===== config.mk =====
export PLATFORM = sky130hd
export DESIGN_NAME = control_sequencer
export DESIGN_NICKNAME = d
export VERILOG_FILES = /design/src/rtl/cpu_pkg.sv /design/src/rtl/instr_class_decode.sv /design/src/rtl/control_sequencer.sv
export SDC_FILE = /design/constraint.sdc
export NUM_CORES = 1
export LEC_CHECK = 0
export ABC_CLOCK_PERIOD_IN_PS = 1300
export CORE_UTILIZATION = 25
export DETAILED_ROUTE_END_ITERATION = 12
export GPL_TIMING_DRIVEN = 0
export HOLD_SLACK_MARGIN = 0.02
export PLACE_DENSITY = 0.8
export REMOVE_ABC_BUFFERS = 1
export SLEW_MARGIN = 40
export SYNTH_ARGS = -nofsm -noshare
export SYNTH_HDL_FRONTEND = slang
export SYNTH_SLANG_ARGS = --single-unit
export TNS_END_PERCENT = 10

===== constraint.sdc =====
create_clock -name clock -period 1.3 [get_ports clock]
set_input_delay 0.13 -clock clock [delete_from_list [all_inputs] [get_ports clock]]
set_output_delay 0.13 -clock clock [all_outputs]
set_load 0.02 [all_outputs]

===== src/rtl/cpu_pkg.sv =====
// Shared CPU definitions: opcodes, IR field positions, sequencer states
// and instruction classes. Optional feature macro: MULDIV_EN.
package cpu_pkg;

  // IR field bit positions
  localparam int OP_MSB = 31;
  localparam int OP_LSB = 27;
  localparam int RA_MSB = 26;
  localparam int RA_LSB = 23;
  localparam int RB_MSB = 22;
  localparam int RB_LSB = 19;
  localparam int RC_MSB = 18;
  localparam int RC_LSB = 15;
  localparam int C_MSB  = 18;
  localparam int C_LSB  = 0;

  // Opcode constants
  localparam logic [4:0] OP_LD   = 5'b00000;
  localparam logic [4:0] OP_LDI  = 5'b00001;
  localparam logic [4:0] OP_ST   = 5'b00010;
  localparam logic [4:0] OP_ADD  = 5'b00011;
  localparam logic [4:0] OP_SUB  = 5'b00100;
  localparam logic [4:0] OP_AND  = 5'b00101;
  localparam logic [4:0] OP_OR   = 5'b00110;
  localparam logic [4:0] OP_ROR  = 5'b00111;
  localparam logic [4:0] OP_ROL  = 5'b01000;
  localparam logic [4:0] OP_SHR  = 5'b01001;
  localparam logic [4:0] OP_SHRA = 5'b01010;
  localparam logic [4:0] OP_SHL  = 5'b01011;
  localparam logic [4:0] OP_ADDI = 5'b01100;
  localparam logic [4:0] OP_ANDI = 5'b01101;
  localparam logic [4:0] OP_ORI  = 5'b01110;
  localparam logic [4:0] OP_DIV  = 5'b01111;
  localparam logic [4:0] OP_MUL  = 5'b10000;
  localparam logic [4:0] OP_NEG  = 5'b10001;
  localparam logic [4:0] OP_NOT  = 5'b10010;
  localparam logic [4:0] OP_NOP  = 5'b11010;
  localparam logic [4:0] OP_HALT = 5'b11011;

  // Sequencer state encoding
  typedef enum logic [2:0] {
    ST_T0, ST_T1, ST_T2, ST_T3, ST_T4, ST_T5, ST_T6, ST_HALT
  } state_t;

  // Instruction classes driving the execute-phase sequence
  typedef enum logic [2:0] {
    CLS_RTYPE, CLS_IMM, CLS_UNARY, CLS_MULDIV, CLS_NOP, CLS_HALT
  } instr_class_t;

endpackage


===== src/rtl/instr_class_decode.sv =====
// Maps the 5-bit opcode to an instruction class. Without MULDIV_EN,
// mul/div fall into the nop class.
import cpu_pkg::*;

module instr_class_decode (
  input  logic [4:0]   op,
  output instr_class_t instr_class
);

  // Pure opcode-to-class lookup; anything unlisted behaves as a nop
  always_comb begin
    instr_class = CLS_NOP;
    case (op)
      OP_ADD, OP_SUB, OP_AND, OP_OR, OP_ROR,
      OP_ROL, OP_SHR, OP_SHRA, OP_SHL:       instr_class = CLS_RTYPE;
      OP_ADDI, OP_ANDI, OP_ORI:              instr_class = CLS_IMM;
      OP_NEG, OP_NOT:                        instr_class = CLS_UNARY;
`ifdef MULDIV_EN
      OP_MUL, OP_DIV:                        instr_class = CLS_MULDIV;
`endif
      OP_HALT:                               instr_class = CLS_HALT;
      default:                               instr_class = CLS_NOP;
    endcase
  end

endmodule


===== src/rtl/control_sequencer.sv =====
// Moore control sequencer: fetch (T0-T2) then class-dependent execute
// steps. Optional macro MULDIV_EN enables the T3-T6 mul/div sequence.
import cpu_pkg::*;

module control_sequencer (
  input  logic        clock,
  input  logic        clear,
  input  logic [31:0] IR,
  output logic        PCout,
  output logic        Zhighout,
  output logic        Zlowout,
  output logic        MDRout,
  output logic        Cout,
  output logic        MARin,
  output logic        PCin,
  output logic        MDRin,
  output logic        IRin,
  output logic        Yin,
  output logic        HIin,
  output logic        LOin,
  output logic        ZHighIn,
  output logic        ZLowIn,
  output logic        IncPC,
  output logic        Read,
  output logic        Gra,
  output logic        Grb,
  output logic        Grc,
  output logic        Rin,
  output logic        Rout,
  output logic [4:0]  opcode,
  output logic        run
);

  state_t       state, next_state;
  instr_class_t instr_class;
  logic [4:0]   op;
  logic         unused_ir;

  assign op        = IR[OP_MSB:OP_LSB];
  assign unused_ir = ^IR[OP_LSB-1:0];

  instr_class_decode u_decode (
    .op          (op),
    .instr_class (instr_class)
  );

  // State register; clear forces the fetch step from any state
  always_ff @(posedge clock) begin
    if (clear) state <= ST_T0;
    else       state <= next_state;
  end

  // Next-state and Moore output decode from state and opcode class
  always_comb begin
    next_state = state;
    PCout = 1'b0; Zhighout = 1'b0; Zlowout = 1'b0; MDRout = 1'b0; Cout = 1'b0;
    MARin = 1'b0; PCin = 1'b0; MDRin = 1'b0; IRin = 1'b0; Yin = 1'b0;
    HIin = 1'b0; LOin = 1'b0; ZHighIn = 1'b0; ZLowIn = 1'b0;
    IncPC = 1'b0; Read = 1'b0;
    Gra = 1'b0; Grb = 1'b0; Grc = 1'b0; Rin = 1'b0; Rout = 1'b0;
    opcode = 5'b00000;
    run = 1'b1;
    case (state)
      ST_T0: begin
        PCout = 1'b1; MARin = 1'b1; IncPC = 1'b1; ZLowIn = 1'b1;
        next_state = ST_T1;
      end
      ST_T1: begin
        Zlowout = 1'b1; PCin = 1'b1; Read = 1'b1; MDRin = 1'b1;
        next_state = ST_T2;
      end
      ST_T2: begin
        MDRout = 1'b1; IRin = 1'b1;
        next_state = ST_T3;
      end
      ST_T3: begin
        case (instr_class)
          CLS_RTYPE, CLS_IMM: begin
            Grb = 1'b1; Rout = 1'b1; Yin = 1'b1;
            next_state = ST_T4;
          end
          CLS_UNARY: begin
            Grb = 1'b1; Rout = 1'b1; ZLowIn = 1'b1; opcode = op;
            next_state = ST_T4;
          end
`ifdef MULDIV_EN
          CLS_MULDIV: begin
            Gra = 1'b1; Rout = 1'b1; Yin = 1'b1;
            next_state = ST_T4;
          end
`endif
          CLS_HALT: next_state = ST_HALT;
          default:  next_state = ST_T0;
        endcase
      end
      ST_T4: begin
        case (instr_class)
          CLS_RTYPE: begin
            Grc = 1'b1; Rout = 1'b1; ZLowIn = 1'b1; opcode = op;
            next_state = ST_T5;
          end
          CLS_IMM: begin
            Cout = 1'b1; ZLowIn = 1'b1; opcode = op;
            next_state = ST_T5;
          end
          CLS_UNARY: begin
            Zlowout = 1'b1; Gra = 1'b1; Rin = 1'b1;
            next_state = ST_T0;
          end
`ifdef MULDIV_EN
          CLS_MULDIV: begin
            Grb = 1'b1; Rout = 1'b1; ZHighIn = 1'b1; ZLowIn = 1'b1; opcode = op;
            next_state = ST_T5;
          end
`endif
          default: next_state = ST_T0;
        endcase
      end
      ST_T5: begin
`ifdef MULDIV_EN
        if (instr_class == CLS_MULDIV) begin
          Zlowout = 1'b1; LOin = 1'b1;
          next_state = ST_T6;
        end else begin
          Zlowout = 1'b1; Gra = 1'b1; Rin = 1'b1;
          next_state = ST_T0;
        end
`else
        Zlowout = 1'b1; Gra = 1'b1; Rin = 1'b1;
        next_state = ST_T0;
`endif
      end
      ST_T6: begin
`ifdef MULDIV_EN
        Zhighout = 1'b1; HIin = 1'b1;
`endif
        next_state = ST_T0;
      end
      ST_HALT: begin
        run = 1'b0;
        next_state = ST_HALT;
      end
      default: next_state = ST_T0;
    endcase
  end

endmodule


==> run summary <==
Pin count of the biggest net entering global routing -> 10
Max rail drop VDD -> 0.3801 mV
Clk root buf -> clkbuf_4
Vias in the first global route -> 507
Longest Clk Path Bufs -> 2
Top Ports -> 61
Slowest-stage cell, CP -> a222oi_1
Cell Pwr Density -> 637.5 mW/mm2
Internal power -> 315.8 uW
Combinational cell fraction of total power -> 46.7%
Worst-Skew Late Latency -> 0.23 ns
Final setup viols -> 20
Final min period -> 1.555 ns
DP Area -> 701.9 um2
Period utilisation layout -> 119.6%
CP max FO -> 3
Final Max Tran Viols -> 0
GP Congestion -> 0.7845
IO Port Bufs -> 29
Violations in the final reports -> setup timing
Number of distinct library cells after synthesis -> 32
Post-synthesis instance area -> 465.4 um2
Top cell type by total area after synthesis -> buf_4
First-pass GRT wire length -> 2201 um
Sw Share -> 38.13%
Cells along the critical path -> buf_4 -> ha_4 -> nand2b_1 -> a222oi_1 -> buf_4 -> and2_1 -> or2_1 -> buf_6
Clock power share -> 31.3%
Global route total overflow -> 0
Die X -> 45.15 um
Biggest regs -> state x3
Synth-to-Final Area Change -> 72.04%
Max FFs per register -> 3
Via count -> 551
Initial antenna violation count -> 0
Top cell by count, worst path -> buf_4
Worst-path clk slew -> 0.04 ns
CTS Buf Count -> 3
Post-route cell area -> 800.8 um2
Seq cells post-synth -> 3
Critical path's top delay family -> buffers and inverters
Routed WL -> 1384 um
Top post-synthesis cells by area -> buf_4 (16%), dfxtp_1 (13%), nor2_1 (5.6%)
Syn avg cell area -> 7.388 um2
Sequential power share -> 22.0%
Leak -> 0.3984 nW
Remaining DRCs -> 0
Final ANT Viol Nets -> 0
Worst setup margin -> -0.2548 ns
Crit Path Class -> in -> out
N_diodes -> 0
Post-DP HPWL -> 863.2 um
Core Region -> 0.001727 mm2
Total die area -> 0.002039 mm2
Hold-fix buffer count after cts -> 0
Dpl cells -> 107
Switch Pwr -> 194.6 uW
GRT Util Overall -> 14.19%
Outcome -> finished with violations
Share of the synthesized area in the top cell type -> 16.13%
Starting density of the core -> 26.96%
Skew final -> 0.005771 ns
Vias/cell -> 4.630
Worst hold path type -> in -> reg
CTS tree -> yes
RSZ-0062 raised after global routing -> yes
WL/cell -> 11.63 um
Die H -> 45.15 um
Critical Path AT -> 1.42 ns
Commonest non-fill, non-tap cell in the layout -> buf_4
Layout cells sized above 1 -> 55.32%
MaxCap Viol Count -> 0
DR iter-0 viols -> 8
Final hold vios -> 0
Fmax -> 643.2 MHz
Clk sinks -> 3
Nets -> 131
Max stage delay on crit path -> 0.30 ns
Worst setup EP type -> output pin
Fin cells -> 119
TritonRoute pass-1 iters -> 4
Biggest register -> state
Core Rows -> 15
WP buf/inv -> 3
Most frequent cells in the layout -> buf_4 (17), nor2_1 (5), dlygate4sd2_1 (5), buf_6 (5)
Syn Inst Count -> 63
H-tree Lvls -> 1
Critical Path RT -> 1.17 ns
Critical path startpoint category -> input pin
Final core occ -> 46.38%
Yosys Warn Count -> 0
Sequential fraction of the synthesis area -> 12.90%
cells in the mapped netlist (all sizes together):
cell	n
a222oi	1
a31o	1
nand2	1
a21boi	1
inv	3
buf	13
dfxtp	3
nor3b	3
ha	2
or3	1
and4b	1
and3b	1
and3	1
nand4	2
nor3	1
nand2b	1
nand3	1
and2	4
o211ai	1
or2	3
a41oi	1
nor2	9
a31oi	3
conb	1
o21ai	1
o21ba	2
a21o	1
timing repair:
action	CTS	global route
gates resized for setup	110	19
pin swaps	7	6
setup endpoints to repair	26	24
setup buffers	5	3
cell families (layout without fill, tap and decap cells):
kind of cell,after synthesis,after routing,synth area share (%)
flip-flops,3,3,12.90
other,1,4,0.8057
buffers and inverters,16,44,23.12
AO/OA/AOI/OAI,12,12,20.16
adder cells (fa/ha/maj),2,2,5.375
AND/OR/NAND/NOR,29,29,37.63
layout make-up:
type                       count  area [um2]
timing repair buffer          37       295.3
fill                         176       925.9
inverter                       3       11.26
tap                           25       31.28
sequential                     3       71.32
multi-input combinational     47       365.4
clock buffer                   4       26.28
through the flow:
stage               total power [mW]  TNS [ns]  setup slack, ns  hold slack [ns]
global route                  0.5516    -4.111          -0.3387           0.5273
floorplan                     0.2292    -7.256          -0.9733           0.2960
detailed placement            0.3394    -15.80           -1.109           0.6508
global placement              0.3371    -15.44           -1.099           0.6392
CTS                           0.4995    -2.946          -0.2322           0.5443
finish                        0.5105    -2.510          -0.2548           0.5165
path summary, 6_finish.rpt:
path	startpoint	end	slack, ns	cells after the start
worst max-delay path	IR[27]	Rout	-0.25	8
worst min-delay path	IR[31]	state[2]	0.52	5
worst max register to register	state[2]	state[1]	0.10	4
worst min register to register	state[2]	state[2]	0.61	2
per-layer routing:
layer	wire length [um]	vias to the layer above	GRT usage (%)
met4	12	0	3.636
li1	-	271	-
met1	551	249	16.79
met2	712	29	25.22
met3	107	2	3.600
met5	0	-	0
power by group through the flow:
stage | Sequential [mW] | Clock (mW) | Combinational [mW]
floorplan | 0.109 | 0 | 0.120
global placement | 0.112 | 0 | 0.226
detailed placement | 0.112 | 0 | 0.227
CTS | 0.111 | 0.165 | 0.224
global route | 0.113 | 0.183 | 0.255
finish | 0.112 | 0.160 | 0.238
worst register-to-register path: stages, from the launching register on:
cell and delay [ns]:
dfxtp_4 0.35, buf_4 0.14, nor3_2 0.28, or2_2 0.17, o21ba_1 0.14
(Power assumes the default switching activity.)
